`src/rtl/sd_spi_test_seq.sv`:
```
// Multi-sector SD write/read-back self-test sequencer for the SPI SD controller.
// Optional feature macro: SD_TEST_LFSR_EN (per-sector 16-bit Galois LFSR pattern instead of a linear count).
module sd_spi_test_seq #(
  parameter int          DATA_W     = 16,
  parameter int          SEC_WORDS  = 256,
  parameter int          SEC_NUM    = 4,
  parameter logic [31:0] START_ADDR = 32'd2000,
  parameter int          ERR_W      = 16
) (
  input  logic              clk_50m,
  input  logic              reset,
  input  logic              sd_init_done,
  input  logic              wr_busy,
  input  logic              wr_req,
  output logic              wr_start_en,
  output logic [31:0]       wr_sec_addr,
  output logic [DATA_W-1:0] wr_data,
  input  logic              rd_busy,
  input  logic              rd_en,
  input  logic [DATA_W-1:0] rd_data,
  output logic              rd_start_en,
  output logic [31:0]       rd_sec_addr,
  output logic              test_done,
  output logic              error_flag,
  output logic [ERR_W-1:0]  err_cnt
);

  localparam int CNT_W = $clog2(SEC_WORDS + 1);
  localparam int SEC_W = (SEC_NUM > 1) ? $clog2(SEC_NUM) : 1;
  localparam logic [CNT_W-1:0] CNT_MAX  = CNT_W'(SEC_WORDS);
  localparam logic [SEC_W-1:0] SEC_LAST = SEC_W'(SEC_NUM - 1);

  typedef enum logic [2:0] {IDLE, WR_GO, WR_WAIT, RD_GO, RD_WAIT, DONE} state_t;

  function automatic logic [ERR_W-1:0] sat_add(input logic [ERR_W-1:0] a, input logic [1:0] inc);
    logic [ERR_W:0] s;
    s = {1'b0, a} + (ERR_W + 1)'(inc);
    return s[ERR_W] ? {ERR_W{1'b1}} : s[ERR_W-1:0];
  endfunction

`ifdef SD_TEST_LFSR_EN
  function automatic logic [15:0] lfsr_step(input logic [15:0] l);
    return l[0] ? ((l >> 1) ^ 16'hB400) : (l >> 1);
  endfunction

  function automatic logic [15:0] lfsr_seed(input logic [SEC_W-1:0] s);
    logic [31:0] s32;
    s32 = 32'(s);
    return {s32[7:0], 8'hA5} | 16'h0001;
  endfunction

  if (DATA_W != 16) begin : g_lfsr_width_chk
    $error("SD_TEST_LFSR_EN requires DATA_W == 16");
  end
`else
  function automatic logic [DATA_W-1:0] pattern(input logic [SEC_W-1:0] s, input logic [CNT_W-1:0] w);
    logic [31:0] t;
    t = 32'(s) * 32'(SEC_WORDS) + 32'(w);
    return DATA_W'(t);
  endfunction
`endif

  state_t             state, state_n;
  logic [SEC_W-1:0]   sec, sec_n;
  logic [CNT_W-1:0]   wr_cnt, wr_cnt_n, rd_cnt, rd_cnt_n;
  logic [ERR_W-1:0]   err_n;
  logic               done_n, flag_n, wr_start_n, rd_start_n;
  logic [31:0]        wr_addr_n, rd_addr_n;
  logic               init_s1, init_s2, init_d, wr_busy_d, rd_busy_d;
  logic               start, init_fall, wr_fall, rd_fall, mis, short_sec;
  logic [DATA_W-1:0]  wr_word, rd_exp;

  assign start     = init_s2 & ~init_d;
  assign init_fall = init_d & ~init_s2;
  assign wr_fall   = wr_busy_d & ~wr_busy;
  assign rd_fall   = rd_busy_d & ~rd_busy;

`ifdef SD_TEST_LFSR_EN
  logic [15:0] wr_lfsr, wr_lfsr_n, rd_lfsr, rd_lfsr_n;

  always_ff @(posedge clk_50m) begin
    wr_lfsr <= wr_lfsr_n;
    rd_lfsr <= rd_lfsr_n;
  end

  assign wr_word = DATA_W'(wr_lfsr);
  assign rd_exp  = DATA_W'(rd_lfsr);
`else
  assign wr_word = pattern(sec, wr_cnt);
  assign rd_exp  = pattern(sec, rd_cnt);
`endif

  // Controller samples wr_data in the same cycle it asserts wr_req
  assign wr_data = (state == WR_WAIT) ? wr_word : '0;

  always_comb begin
    state_n   = state;
    sec_n     = sec;
    wr_cnt_n  = wr_cnt;
    rd_cnt_n  = rd_cnt;
    err_n     = err_cnt;
    done_n    = test_done;
    wr_addr_n = wr_sec_addr;
    rd_addr_n = rd_sec_addr;
    mis       = 1'b0;
    short_sec = 1'b0;
`ifdef SD_TEST_LFSR_EN
    wr_lfsr_n = wr_lfsr;
    rd_lfsr_n = rd_lfsr;
`endif
    case (state)
      IDLE, DONE: begin
        if (start) begin
          state_n = WR_GO;
          sec_n   = '0;
          err_n   = '0;
          done_n  = 1'b0;
        end
      end
      WR_GO: state_n = WR_WAIT;
      WR_WAIT: begin
        if (wr_req) begin
          if (wr_cnt != CNT_MAX) wr_cnt_n = wr_cnt + CNT_W'(1);
`ifdef SD_TEST_LFSR_EN
          wr_lfsr_n = lfsr_step(wr_lfsr);
`endif
        end
        if (wr_fall) begin
          if (sec == SEC_LAST) begin
            state_n = RD_GO;
            sec_n   = '0;
          end else begin
            state_n = WR_GO;
            sec_n   = sec + SEC_W'(1);
          end
        end
      end
      RD_GO: state_n = RD_WAIT;
      RD_WAIT: begin
        if (rd_en) begin
          // Words past the end of the sector are always counted as mismatches
          mis = (rd_cnt == CNT_MAX) || (rd_data != rd_exp);
          if (rd_cnt != CNT_MAX) rd_cnt_n = rd_cnt + CNT_W'(1);
`ifdef SD_TEST_LFSR_EN
          rd_lfsr_n = lfsr_step(rd_lfsr);
`endif
        end
        if (rd_fall) begin
          short_sec = (rd_cnt_n != CNT_MAX);
          if (sec == SEC_LAST) begin
            state_n = DONE;
            done_n  = 1'b1;
          end else begin
            state_n = RD_GO;
            sec_n   = sec + SEC_W'(1);
          end
        end
        err_n = sat_add(err_cnt, {1'b0, mis} + {1'b0, short_sec});
      end
      default: state_n = IDLE;
    endcase

    if (state_n == WR_GO) begin
      wr_addr_n = START_ADDR + 32'(sec_n);
      wr_cnt_n  = '0;
`ifdef SD_TEST_LFSR_EN
      wr_lfsr_n = lfsr_seed(sec_n);
`endif
    end
    if (state_n == RD_GO) begin
      rd_addr_n = START_ADDR + 32'(sec_n);
      rd_cnt_n  = '0;
`ifdef SD_TEST_LFSR_EN
      rd_lfsr_n = lfsr_seed(sec_n);
`endif
    end

    // Losing SD init aborts everything except a finished result; err_cnt is kept for debug
    if (init_fall && (state != DONE)) begin
      state_n   = IDLE;
      done_n    = 1'b0;
      err_n     = err_cnt;
      wr_addr_n = '0;
      rd_addr_n = '0;
    end

    wr_start_n = (state_n == WR_GO);
    rd_start_n = (state_n == RD_GO);
    flag_n     = ~(done_n && (err_n == '0));
  end

  always_ff @(posedge clk_50m) begin
    if (reset) begin
      state       <= IDLE;
      sec         <= '0;
      wr_cnt      <= '0;
      rd_cnt      <= '0;
      err_cnt     <= '0;
      test_done   <= 1'b0;
      error_flag  <= 1'b1;
      wr_start_en <= 1'b0;
      rd_start_en <= 1'b0;
      wr_sec_addr <= '0;
      rd_sec_addr <= '0;
      init_s1     <= 1'b0;
      init_s2     <= 1'b0;
      init_d      <= 1'b0;
      wr_busy_d   <= 1'b0;
      rd_busy_d   <= 1'b0;
    end else begin
      state       <= state_n;
      sec         <= sec_n;
      wr_cnt      <= wr_cnt_n;
      rd_cnt      <= rd_cnt_n;
      err_cnt     <= err_n;
      test_done   <= done_n;
      error_flag  <= flag_n;
      wr_start_en <= wr_start_n;
      rd_start_en <= rd_start_n;
      wr_sec_addr <= wr_addr_n;
      rd_sec_addr <= rd_addr_n;
      init_s1     <= sd_init_done;
      init_s2     <= init_s1;
      init_d      <= init_s2;
      wr_busy_d   <= wr_busy;
      rd_busy_d   <= rd_busy;
    end
  end

endmodule
```
`config.mk`:
```
export PLATFORM = sky130hd
export DESIGN_NAME = sd_spi_test_seq
export DESIGN_NICKNAME = d
export VERILOG_FILES = /design/src/rtl/sd_spi_test_seq.sv
export SDC_FILE = /design/constraint.sdc
export NUM_CORES = 1
export LEC_CHECK = 0
export ABC_AREA = 1
export CORE_MARGIN = 2
export CORE_UTILIZATION = 41
export CTS_BUF_LIST = sky130_fd_sc_hd__clkbuf_2
export DETAILED_ROUTE_END_ITERATION = 6
export GPL_TIMING_DRIVEN = 0
export PLACE_DENSITY_LB_ADDON = 0.08
export SLEW_MARGIN = 20
export SYNTH_ARGS = -nofsm -noshare
export SYNTH_HDL_FRONTEND = slang
export SYNTH_SLANG_ARGS = --single-unit
```
`constraint.sdc`:
```
create_clock -name clk_50m -period 5.6 [get_ports clk_50m]
set_clock_uncertainty 0.05 [all_clocks]
set_input_delay 0.56 -clock clk_50m [delete_from_list [all_inputs] [get_ports clk_50m]]
set_output_delay 0.56 -clock clk_50m [all_outputs]
set_load 0.03 [all_outputs]
```
==> flow_metrics.tcl <==
set metrics [dict create \
    fin_tns_setup_ps 0 \
    relSlewSlack 0.650 \
    grt_pass1_vias 3429 \
    setup_viol 0 \
    postCtsSetupBuffers 0 \
    synth_top_area_share 0.276 \
    instances_no_fill 863 \
    grt_max_degree 18 \
    tightest_slew_ps 519 \
    yosys-top-cells-area "dfxtp_1, buf_4, nand2_1, nor2_1, inv_1" \
    regArea_um2 1080 \
    avgSynthCellArea_um2 6.44 \
    synthTopCellsByCount "nand2_1, nor2_1, inv_1" \
    die_width_um 102 \
    clock_latency_ps 470 \
    numCtsBuffers 5 \
    critical_path_arrival_ps 4100 \
    placed_area_um2 4940 \
    core_area_um2 9240 \
    syn2layout_area_growth_pct 27.5 \
    synth-main-ff-cell "dfxtp_1" \
    dp.cells 855 \
    outcome "completed" \
    path_clk_slew_ps 320 \
    overflow 0 \
    htreeDepth 2 \
    yosysMostFrequentCell "nand2_1" \
    min_path_type "reg -> reg" \
    die_y_um 102 \
    antenna_found_initial 0 \
    synth-seq-cells 54 \
    totalWireLength_um 9280 \
    antenna_cells 0 \
    ios 123 \
    required_ps 5980 \
    start_util 0.423 \
    drtAntennaViolNets 0 \
    routed_via_density 4.44 \
    switching_power_mw 0.260 \
    hold_viol_final 0 \
    fmax_mhz 269 \
    die_area_um2 10300 \
    yosys_warnings 0 \
    clkSinkCount 54 \
    hold_buffers 0 \
    drt-wirelength-per-cell_um 10.8 \
    initialDrtViolationCount 142 \
    vias 3828 \
    crit_fanout 10 \
    p_comb_frac 0.256 \
    grt_usage 0.183 \
    cp-end-kind "flop" \
    cts_tree "done" \
    grt_first_pass_wirelength_um 15400 \
    rsz0062_at_grt "no" \
    period_share 0.664 \
    seq_power_share 0.525 \
    power_frac_clock 0.219 \
    port-buffer-count 67 \
    stdcell_area_um2 4980 \
    synth_area_um2 3910 \
    drc 0 \
    synth_seq_area_share 0.276 \
    num_rows 35 \
    cp-start-kind "flop" \
    yosys.area.top_type "dfxtp_1" \
    cts_resized 0 \
    cap_violations 0 \
    synthesis.instances 607 \
    synthDistinctLibCells 37 \
    powerDensity_nw_per_um2 152 \
    p_leak_nw 2.22 \
    clockBufferDepth 2 \
    p_int_mw 0.499 \
    multiInputGateArea_um2 2210 \
    routabilityCongestion 0.852 \
    period_needed_ps 3720 \
    num-fill-cells 908 \
    synth-edff-count 0 \
    drive_gt1_frac 0.125 \
    crit_type "reg -> reg" \
    async_reset_ff_frac 0 \
    place_hpwl_um 7160 \
    swShare 0.343 \
    worst_slack_ps 1880 \
    place_ws_ps 1770 \
    fin_nets 769 \
    ir_worst_vdd_mv 0.0993 \
    dr.pass1.iters 7 \
    drv_slew 0 \
    cts_root_buf "clkbuf_2" \
]
==> sequential cells by signal, indices dropped and copies added (netlist names), 2 cells and up <==
name         cells
err_cnt         16
rd_cnt           9
wr_cnt           9
rd_sec_addr      3
state            3
wr_sec_addr      3
sec              2
==> kinds of logic after synthesis <==
kind of cell,share of synthesized area
AOI/OAI and AO/OA,0.103
xor gates and xnor gates,0.0470
adders and majority gates,0.0435
buffers and inverters,0.207
DFF,0.276
other,0.000959
and+or+nand+nor,0.322
==> metrics by stage <==
step / power, mW / hold slack, ps / utilization
final: 0.759 / 381 / 0.539
after global routing: 0.801 / 356 / 0.539
after CTS: 0.766 / 379 / 0.539
after detailed placement: 0.598 / 345 / 0.534
after global placement: 0.597 / 346 / 0.534
after floorplan: 0.552 / 338 / -
==> cells in the final DEF (no fill, tap or decap), drive strengths merged <==
master	netlist	layout
xnor2	11	11
o211ai	1	1
nand3	33	33
fa	1	1
clkdlybuf4s50	0	67
dfxtp	54	54
o22ai	2	2
conb	1	53
nand4	14	14
buf	67	67
nand3b	2	2
clkbuf	10	15
and2	1	1
o21ai	26	26
nor4	4	4
or2	4	4
o21a	4	4
clkinvlp	0	1
xor2	10	10
inv	73	73
nor2	100	100
nand2	127	127
a21oi	36	36
clkinv	1	3
a211oi	4	4
nor3b	2	2
ha	12	12
nor3	7	7
==> routing by layer <==
layer,track usage,share of wire
met1,0.243,0.47
met4,0.0509,0.0099
met3,0.0338,0.063
met5,0,0
met2,0.303,0.45
==> power groups by stage <==
stage	registers, mW	logic (mW)	clock network (mW)
after floorplan	0.411	0.141	0
after global placement	0.404	0.193	0
after detailed placement	0.405	0.193	0
after CTS	0.399	0.194	0.174
after global routing	0.400	0.211	0.190
final	0.398	0.195	0.166
==> critical path, cell delays in order, from the launching register on <==
cell	delay (ps)
dfxtp_1	550
inv_1	110
ha_1	220
nand2_1	70
nor3_1	40
nand4_1	100
nand2_1	90
o21ai_0	230
nand2_1	80
nor2_1	90
nand3_1	80
nand2_1	100
fa_1	200
inv_1	60
ha_1	200
inv_1	90
nor2_1	90
nand4_1	110
clkbuf_1	420
nand2_1	100
nand2_1	80
nand2_1	40
inv_1	60
nand2_1	50
nor2_1	160
nand2_1	80
nor2_1	80
nand2_1	50
==> final cells by class <==
type / count / area share
multi-input combinational: 454 / 0.444
sequential: 54 / 0.217
timing repair buffer: 67 / 0.135
buffer: 77 / 0.107
inverter: 74 / 0.0557
tap: 129 / 0.0324
clock buffer: 5 / 0.00502
clock inverter: 3 / 0.00427
==> final timing paths <==
path / from / endpoint / slack (ps) / depth (start not counted)
max: rd_cnt[0] / error_flag / 1880 / 27
min: init_s1 / init_s2 / 380 / 2
min reg2reg: init_s1 / init_s2 / 380 / 2
max reg2reg: rd_cnt[0] / error_flag / 1880 / 27
No activity file was read; power rests on OpenSTA's default activity.
